## src/rtl/serial_adder.sv

```systemverilog
// Bit-serial adder: one full-adder slice plus a carry flop, LSB first, one bit per clock.
// Optional signed-overflow output `ovf` is enabled by defining SERIAL_ADDER_OVF_EN.
module serial_adder #(
    parameter int WIDTH = 8
) (
    input  logic             clk,
    input  logic             rst_n,
    input  logic             start,
    input  logic [WIDTH-1:0] A,
    input  logic [WIDTH-1:0] B,
    input  logic             Cin,
    output logic             busy,
    output logic             done,
    output logic [WIDTH-1:0] S,
    output logic             Cout
`ifdef SERIAL_ADDER_OVF_EN
    ,
    output logic             ovf
`endif
);

    localparam int CW = $clog2(WIDTH + 1);

    typedef enum logic [1:0] {
        IDLE  = 2'd0,
        SHIFT = 2'd1,
        DONE  = 2'd2
    } state_t;

    state_t           state_q;
    logic [WIDTH-1:0] a_q;
    logic [WIDTH-1:0] b_q;
    logic [WIDTH-1:0] s_q;
    logic [CW-1:0]    cnt_q;
    logic             carry_q;
    logic             cout_q;
    logic             busy_q;
    logic             done_q;
`ifdef SERIAL_ADDER_OVF_EN
    logic             ovf_q;
`endif

    logic sum_bit_d;
    logic carry_d;
    logic last_bit;

    // The single full-adder slice operating on the current LSBs.
    always_comb begin
        sum_bit_d = a_q[0] ^ b_q[0] ^ carry_q;
        carry_d   = (a_q[0] & b_q[0]) | (carry_q & (a_q[0] ^ b_q[0]));
        last_bit  = (cnt_q == CW'(WIDTH - 1));
    end

    always_ff @(posedge clk or negedge rst_n) begin
        if (!rst_n) begin
            state_q <= IDLE;
            a_q     <= '0;
            b_q     <= '0;
            s_q     <= '0;
            cnt_q   <= '0;
            carry_q <= 1'b0;
            cout_q  <= 1'b0;
            busy_q  <= 1'b0;
            done_q  <= 1'b0;
`ifdef SERIAL_ADDER_OVF_EN
            ovf_q   <= 1'b0;
`endif
        end else begin
            case (state_q)
                IDLE: begin
                    if (start) begin
                        a_q     <= A;
                        b_q     <= B;
                        carry_q <= Cin;
                        cnt_q   <= '0;
                        busy_q  <= 1'b1;
                        state_q <= SHIFT;
                    end
                end
                SHIFT: begin
                    s_q     <= {sum_bit_d, s_q[WIDTH-1:1]};
                    a_q     <= a_q >> 1;
                    b_q     <= b_q >> 1;
                    carry_q <= carry_d;
                    cnt_q   <= cnt_q + CW'(1);
                    // Cout (and ovf) update together with the final sum bit so they stay valid with S.
                    if (last_bit) begin
                        cout_q  <= carry_d;
`ifdef SERIAL_ADDER_OVF_EN
                        ovf_q   <= carry_q ^ carry_d;
`endif
                        done_q  <= 1'b1;
                        state_q <= DONE;
                    end
                end
                DONE: begin
                    done_q  <= 1'b0;
                    busy_q  <= 1'b0;
                    state_q <= IDLE;
                end
                default: begin
                    done_q  <= 1'b0;
                    busy_q  <= 1'b0;
                    state_q <= IDLE;
                end
            endcase
        end
    end

    assign busy = busy_q;
    assign done = done_q;
    assign S    = s_q;
    assign Cout = cout_q;
`ifdef SERIAL_ADDER_OVF_EN
    assign ovf  = ovf_q;
`endif

endmodule

```

## config.mk

```make
export PLATFORM = sky130hd
export DESIGN_NAME = serial_adder
export DESIGN_NICKNAME = d
export VERILOG_FILES = /design/src/rtl/serial_adder.sv
export SDC_FILE = /design/constraint.sdc
export NUM_CORES = 1
export LEC_CHECK = 0
export ABC_AREA = 1
export CAP_MARGIN = 10
export CORE_UTILIZATION = 50
export CTS_BUF_LIST = sky130_fd_sc_hd__clkbuf_8
export DETAILED_ROUTE_END_ITERATION = 16
export PLACE_DENSITY_LB_ADDON = 0.3
export SLEW_MARGIN = 20
export SYNTH_ARGS = -nofsm -noshare
export SYNTH_HDL_FRONTEND = slang
export SYNTH_SLANG_ARGS = --single-unit
```

## constraint.sdc

```tcl
create_clock -name clk -period 1.35 [get_ports clk]
set_clock_uncertainty 0.15 [all_clocks]
set_input_delay 0.27 -clock clk [delete_from_list [all_inputs] [get_ports clk]]
set_output_delay 0.27 -clock clk [all_outputs]
set_load 0.05 [all_outputs]
```

==> results.toml <==
[setup_path]
required_ns = 1.37
crit_path_cell_trace = "fa_1, nand2_1, nand3_1"
reg2reg_slack_ns = 0.04
cp_num_buf_inv = 0
cp.depth = 3
start_kind = "flip-flop"
cp.arrival_ns = 1.32
cp_max_fo = 2
crit_type = "reg2reg"
worstSetupEndpointType = "flip-flop"
path_delay_family = "adder cells"
slowest_stage = "fa_1"
max_stage_delay_ns = 0.47
rr_worst_depth = 3

[synthesis]
syn_area_mm2 = 0.00150
synthDistinctLibCells = 19
synthCells = 165
yosys_warnings = 0
ys_ff_latch = 34
ys_seq_area_share_pct = 56.6
avgSynthCellArea_um2 = 9.11
syn-num-nets = 187

[routing]
route.detailed.drc = 2
wirelength_mm = 3.03
viasPerCell = 5.47
num_vias = 1257
wire_per_inst_um = 13.2
drtIter0Drc = 40
drt-pass1-iter-count = 11
ant_nets = 0

[cells_and_area]
regArea_um2 = 851
area_delta_synth_final_pct = 36.7
drive_gt1_share_pct = 14.6
layout.nets = 222
nFillCells = 204
multi_input_area_um2 = 548
diodes = 0

[place]
pre_cts_ws_ns = -0.121
routabilityCongestion = 0.710
port_buffers = 30
dp_hpwl_mm = 2.13

[cts]
clkSinkCount = 34
numCtsBuffers = 5
clock_path_buffers = 2
cts_setup_buffers = 0
cts-root-buf = "clkbuf_8"
cts.htree.levels = 2
worstSkewPairLatency_ns = 0.28
cts_tree = "yes"
path_clk_slew_ns = 0.06

[power]
ir_worst_vdd_v = 0.00128
cellPowerDensity_mw_per_mm2 = 2360
power_uw = 4850
power.leakage_uw = 0.000973

[global_routing]
top_usage_layer = "met2"
grt-ovfl-total = 0
grt_use_met2_pct = 36.1
use_met3_pct = 7.37
grtUsageTotal_pct = 21.0
grt_pass1_vias = 1243
antenna_found_initial = 0
grt_pass1_wl_mm = 5.10
use_met1_pct = 23.4
grt_max_degree = 35

[timing]
tightest_slew_ns = 0.209
finalHoldViolCount = 0
max_freq_mhz = 765
setup_viol = 0
fin_setup_tns_ns = 0
period_minus_slack_ns = 1.31
finalCritPeriodShare_pct = 96.8
hold_ws_ns = 0.208
fin_ws_ns = 0.0434
slew_headroom_pct = 86.0
drv_slew = 0

[floorplan]
initial_core_util_pct = 53.6
ios = 31
core_region_area_mm2 = 0.00281
die_area_mm2 = 0.00323
die_w_um = 56.8
rows = 19
chipHeight_um = 56.8

[hold_path]
hold_class = "in2async"

[outcome]
status = "complete, but fails checks"
violations = "design-rule violations"

[flow_run]
cap_violations = 0
## Yosys cell counts (all sizes together)
library cell / number / area share (%)
dfrtp: 34 / 57
nand4: 1 / 0.42
ha: 1 / 0.83
nor2: 4 / 1.5
buf: 8 / 4.5
nand3: 39 / 13
fa: 1 / 1.3
inv: 9 / 2.4
a21oi: 1 / 0.33
nand2: 55 / 15
o21ai: 12 / 4.0
## path summary, 6_finish.rpt
path,from,end
min in group clk,state_q[1],done
hold / removal,rst_n,done
setup / recovery,carry_q,carry_q
setup reg to reg,carry_q,carry_q
max in group asynchronous,rst_n,a_q[4]
hold reg to reg,state_q[1],done
## timing repair
action / in CTS / in global routing
setup endpoints to repair: 0 / 2
gates resized for setup: 0 / 3
hold buffers: 0 / 0
## layout by cell type, fill, tap and decap left out, drive strengths merged
| cell | synthesis | final |
|---|---|---|
| inv | 9 | 9 |
| nand4 | 1 | 1 |
| fa | 1 | 1 |
| nand2 | 55 | 55 |
| ha | 1 | 1 |
| nor2 | 4 | 4 |
| buf | 8 | 17 |
| clkbuf | 0 | 6 |
| dfrtp | 34 | 34 |
| nand3 | 39 | 39 |
| a21oi | 1 | 1 |
| o21ai | 12 | 12 |
| clkdlybuf4s50 | 0 | 19 |
## through the flow
stage | area (um2) | std cells | util (%)
global placement | 1970 | 224 | 70.1
global route | 2050 | 230 | 73.2
finish | 2050 | 230 | 73.2
CTS | 2050 | 230 | 73.1
floorplan | 1500 | 165 | -
detailed placement | 1970 | 224 | 70.1
## power breakdown
group | internal, uW | switching [uW]
clock network | 392 | 324
logic | 1030 | 1310
registers | 1440 | 364
total | 2860 | 1990
## layer usage
layer	wire, um	share of wire [%]
met3	151	5.0
met5	0	0
met4	55	1.8
met2	1590	53
met1	1230	41
## state kept, by name (all words and copies together) (netlist names)
signal,count
a_q,8
S,8
cnt_q,4
done,1
carry_q,1
state_q,2
Cout,1
b_q,8
busy,1
## cell type report
class,instances,share of cell area [%]
tap,31,1.89
clock buffer,6,4.02
sequential,34,41.4
multi-input combinational,114,26.7
inverter,9,2.01
timing repair buffer,36,24.0
## logic make-up after synthesis
kind of cell | Yosys count | share of synthesized area [%]
AND/OR/NAND/NOR | 99 | 30.0
adder cells (fa/ha/maj) | 2 | 2.16
flip-flops | 34 | 56.6
buffers and inverters | 17 | 6.91
AO/OA/AOI/OAI | 13 | 4.33
Power figures use the tool's default switching activity.
==> variant 1, RTL diff (same settings) <==
Add an input register stage for `start`, `A`, `B` and `Cin`, with the module's reset; this delays them by one clock.
--- a/src/rtl/serial_adder.sv
+++ b/src/rtl/serial_adder.sv
@@ -26,6 +26,25 @@
         SHIFT = 2'd1,
         DONE  = 2'd2
     } state_t;
+
+    logic start_q;
+    logic [WIDTH-1:0] A_q;
+    logic [WIDTH-1:0] B_q;
+    logic Cin_q;
+
+    always_ff @(posedge clk or negedge rst_n) begin
+        if (!rst_n) begin
+            start_q <= '0;
+            A_q     <= '0;
+            B_q     <= '0;
+            Cin_q   <= '0;
+        end else begin
+            start_q <= start;
+            A_q     <= A;
+            B_q     <= B;
+            Cin_q   <= Cin;
+        end
+    end
 
     state_t           state_q;
     logic [WIDTH-1:0] a_q;
@@ -68,10 +87,10 @@
         end else begin
             case (state_q)
                 IDLE: begin
-                    if (start) begin
-                        a_q     <= A;
-                        b_q     <= B;
-                        carry_q <= Cin;
+                    if (start_q) begin
+                        a_q     <= A_q;
+                        b_q     <= B_q;
+                        carry_q <= Cin_q;
                         cnt_q   <= '0;
                         busy_q  <= 1'b1;
                         state_q <= SHIFT;
Formal check against the unedited RTL: not equivalent (Yosys sat finds a counterexample within 4 cycles, from zero or initial values and one cycle with rst_n low).
==> variant 1 against the unedited design <==
  * Worst hold slack better by 47 ps
  * Cell count up 16%
  * Total power up 13%
  * Design area up 23%
  * Sequential share of layout area up 10 points
  * Wire length up 15%
  * Sequential cell count up 18
  * Synthesized area up 27%
  * Non-clock buffer count up 2
  * Setup slack worse by 28 ps
  * Critical endpoint is now S[6]
  * Largest power group is now registers
  * Highest routed layer unchanged
==> variant 1: results (changes against the unedited design) <==
hp-class: "primary input to register"
grt_max_degree: 53  # +51%
leakage_nw: 1.19  # +22%
dp_hpwl_um: 2350  # +10%
insertion_delay_ps: 300  # +20 ps
avgRoutedWirePerCell_um: 13.0  # -1.3%
vias: 1395  # +11%
first_pass_iters: 4  # -7
place_congestion: 0.759  # +7.0%
dpl_cell_area_sq_um: 2410  # +22%
synthDistinctLibCells: 16  # -3
synth_common_cells: "55 x nand2_1, 52 x dfrtp_1, 39 x nand3_1"
crit_slowest_cell: "dfrtp_1"
synthTopCellsByArea: "dfrtp_1 68%, nand2_1 11%, nand3_1 10%"
yosysSeqAreaShare: 0.680  # +0.114
crit_family: "flip-flops"
pre_cts_ws_ps: 44.5  # +166 ps
status: "completed"
path_clk_slew_ps: 90  # +30 ps
track_usage: 0.198  # -0.0117
worst_pin_slew_ps: 263  # +53.7 ps
ir_drop_uv: 1060  # -17%
worstPathArrival_ps: 910  # -410 ps
ys_warn_count: 0  # unchanged
final_layout_size_suffix_gt1_frac: 0.146  # +0.000390
ctsLongestPathBuffers: 2  # unchanged
drtIter0Drc: 97  # +140%
finalSetupViolations: 0  # unchanged
syn_nets: 204  # +9.1%
path_max_fanout: 3  # +1
worst_path_largest_cell_delay_ps: 440  # -30 ps
clockRootBuffer: "clkbuf_8"
num-nets-final: 241  # +8.6%
n_antenna_cell: 0  # unchanged
grt_pass1_wl_um: 6060  # +19%
==> variant 1: cell count changes after synthesis, moves of 2 or more <==
cell     delta
nand2_2     +2
nand2_4     -2
nand2_1     +2
buf_4       +2
buf_6       -4
buf_2       +2
dfrtp_1    +18
==> variant 1: cells by family after synthesis <==
group / after synthesis / synth area share
buffers and inverters: 16 / 0.0405
adder cells (fa/ha/maj): 2 / 0.0170
XOR/XNOR: 1 / 0.00458
AND/OR/NAND/NOR: 100 / 0.229
AO/OA/AOI/OAI: 11 / 0.0288
flip-flops: 52 / 0.680
==> variant 1: path summary, 6_finish.rpt <==
path / start / to / slack, ps / cells after the start
worst max-delay path: S[6]$_DFFE_PN0P_ / S[6] / 20 / 1
worst min-delay path: B[1] / B_q[1]$_DFF_PN0_ / 260 / 1
worst max register to register: carry_q$_DFFE_PN0P_ / carry_q$_DFFE_PN0P_ / 50 / 3
worst min register to register: A_q[7]$_DFF_PN0_ / a_q[7]$_DFFE_PN0P_ / 300 / 2
max in group asynchronous: rst_n / cnt_q[0]$_DFFE_PN0P_ / 490 / 3
min in group asynchronous: rst_n / cnt_q[2]$_DFFE_PN0P_ / 330 / 3
==> variant 1: cell type report <==
cell class / instances / area, sq um
sequential: 52 / 1300
clock buffer: 5 / 68.8
tap: 48 / 60.1
multi-input combinational: 114 / 538
clock inverter: 2 / 8.76
timing repair buffer: 38 / 518
fill: 273 / 1130
inverter: 8 / 32.5
==> variant 1: timing repair <==
action | in CTS | in global routing
setup endpoints to repair | 0 | 18
resized for setup | 0 | 4
endpoints found under the hold margin | 52 | 0
setup buffers | 0 | 2
hold buffers | 1 | 0
==> variant 1: stage by stage <==
stage / hold WS (ps) / power [mW] / cells / utilization
detailed placement: 126 / 4.66 / 257 / 0.658
global route: 244 / 5.82 / 267 / 0.691
global placement: 128 / 4.54 / 257 / 0.658
finish: 255 / 5.49 / 267 / 0.691
floorplan: -176 / 3.59 / 182 / -
CTS: 249 / 5.46 / 265 / 0.681
==> variant 1: power by group <==
group          internal [mW]  switching, mW  total (mW)
Sequential              1.99          0.374        2.36
Clock                  0.346          0.455       0.801
Combinational           1.07           1.26        2.33
Total                   3.40           2.09        5.49
==> variant 1: routing by layer <==
layer	vias up	part of all wire	wire length [um]	global-route usage
li1	657	-	-	-
met1	682	0.40	1410	0.222
met2	40	0.52	1810	0.348
met3	16	0.037	127	0.0375
met4	0	0.036	126	0.116
met5	-	0	0	0
==> variant 2, RTL diff (config.mk and constraints unchanged) <==
Made on the original files. Set the parameter `WIDTH` to 4 (it was 8).
--- a/src/rtl/serial_adder.sv
+++ b/src/rtl/serial_adder.sv
@@ -1,7 +1,7 @@
 // Bit-serial adder: one full-adder slice plus a carry flop, LSB first, one bit per clock.
 // Optional signed-overflow output `ovf` is enabled by defining SERIAL_ADDER_OVF_EN.
 module serial_adder #(
-    parameter int WIDTH = 8
+    parameter int WIDTH = 4
 ) (
     input  logic             clk,
     input  logic             rst_n,
Ports: changed (resized A, B and S); port bits go from 31 to 19. No check against the original RTL was run, so the function may have changed too.
==> variant 2 against the unedited design <==
  * Via count fell by 32%
  * Worst hold slack worse by 7.4 ps
  * Synthesized area down 32%
  * Sequential cell count shrank 13
  * Design area fell by 32%
  * Critical endpoint unchanged
  * Total power is 23% lower
  * Setup slack got worse by 33 ps
  * Wire length is 28% lower
  * Critical path type unchanged
  * Largest cell class unchanged
==> variant 2: results (changes against the unedited design) <==
dp_hpwl_um: 1410  # -34%
use_met1: 0.233  # -0.000984
numCtsBuffers: 3  # -2
first_pass_iters: 5  # -6
worst_path_largest_cell_delay_ps: 410  # -60 ps
grt_pass1_wl_um: 3290  # -35%
synth_xor_area_frac: 0  # unchanged
pre_cts_ws_ps: -84.9  # +36.4 ps
instances_no_fill: 168  # -27%
grtUsageMet3: 0.0538  # -0.0199
ys_warn_count: 0  # unchanged
async_flop_share: 1.00  # unchanged
yosysSeqAreaShare: 0.515  # -0.0515
clockRootBuffer: "clkbuf_8"
final_layout_size_suffix_gt1_frac: 0.196  # +0.0501
crit_family: "flip-flops"
slew_headroom: 0.821  # -0.0397
hp-class: "primary input to asynchronous set/reset pin"
syn_nets: 133  # -29%
dpl_cell_area_sq_um: 1310  # -34%
grt_pass1_vias: 817  # -34%
final_cell_area_sq_um: 1390  # -32%
port_buffers: 18  # -40%
cp-startpoint: "carry_q$_DFFE_PN0P_"
ys.flop_type: "dfrtp_1"
status: "completed"
grt_max_degree: 24  # -31%
via_per_inst: 5.10  # -6.8%
avgRoutedWirePerCell_um: 13.0  # -1.6%
place_congestion: 0.725  # +2.1%
htreeDepth: 1  # -1
leakage_nw: 0.721  # -26%
path_clk_slew_ps: 80  # +20 ps
ctsLongestPathBuffers: 2  # unchanged
n_antenna_cell: 0  # unchanged
insertion_delay_ps: 260  # -20 ps
path_max_fanout: 2  # unchanged
syn_area_per_cell_sq_um: 8.65  # -5.0%
synthDistinctLibCells: 17  # -2
track_usage: 0.225  # +0.0149
synth_common_cells: "29 x nand2_1, 23 x nand3_1, 21 x dfrtp_1"
antenna_found_initial: 0  # unchanged
ir_drop_uv: 1310  # +2.6%
synthMuxAreaShare: 0  # unchanged
crit_slowest_cell: "dfrtp_1"
drtIter0Drc: 28  # -30%
worstPathArrival_ps: 1350  # +30 ps
num-nets-final: 159  # -28%
grtUsageMet2: 0.411  # +0.0506
synth_compound_area_frac: 0.0441  # +0.000820
synthTopCellsByArea: "dfrtp_1 51%, nand3_1 11%, nand2_1 11%"
hold_slack_ps: 200  # -7.45 ps
synth_fa_ha_area_frac: 0.0441  # +0.0225
[variant 2: changes by cell type after synthesis, sizes merged, moves of 5 or more]
cell / before / now
o21ai: 12 / 7
nand2: 55 / 33
nand3: 39 / 23
inv: 9 / 19
buf: 8 / 3
dfrtp: 34 / 21
[variant 2: final cells by class]
class,count,area (sq um)
flip-flops and latches,21,526
fillers,144,427
multi-input cells,74,403
repair buffers,25,315
inverters,19,73.8
clock buffers,3,41.3
well taps,25,31.3
clock inverters,1,3.75
[variant 2: power by group]
part,internal (mW),switching (mW),total (mW)
Clock,0.203,0.207,0.410
Combinational,0.948,1.18,2.13
Sequential,0.928,0.268,1.20
Total,2.08,1.65,3.73
[variant 2: cell families after synthesis]
| kind of cell | after synthesis |
|---|---|
| AO/OA/AOI/OAI | 9 |
| flip-flops | 21 |
| buffers and inverters | 23 |
| AND/OR/NAND/NOR | 62 |
| adder cells (fa/ha/maj) | 3 |
[variant 2: layer usage]
layer,part of all wire,wire length (um)
met2,0.55,1200
met3,0.039,86
met1,0.40,861
met5,0,0
met4,0.016,35
[variant 2: worst paths after layout]
check / endpoint / slack [ps] / depth (start not counted)
min in group clk: b_q[1]$_DFFE_PN0P_ / 370 / 2
max in group asynchronous: cnt_q[0]$_DFFE_PN0P_ / 710 / 2
min: Cout$_DFFE_PN0P_ / 200 / 2
max: carry_q$_DFFE_PN0P_ / 10 / 5
max reg2reg: carry_q$_DFFE_PN0P_ / 10 / 5
min reg2reg: b_q[1]$_DFFE_PN0P_ / 370 / 2
[variant 2: what timing repair did]
action	4_1_cts	5_1_grt
pin swaps	0	4
hold endpoints to repair	0	0
setup endpoints to repair	3	11
setup buffers	1	1
hold buffers	0	0
resized for setup	1	7
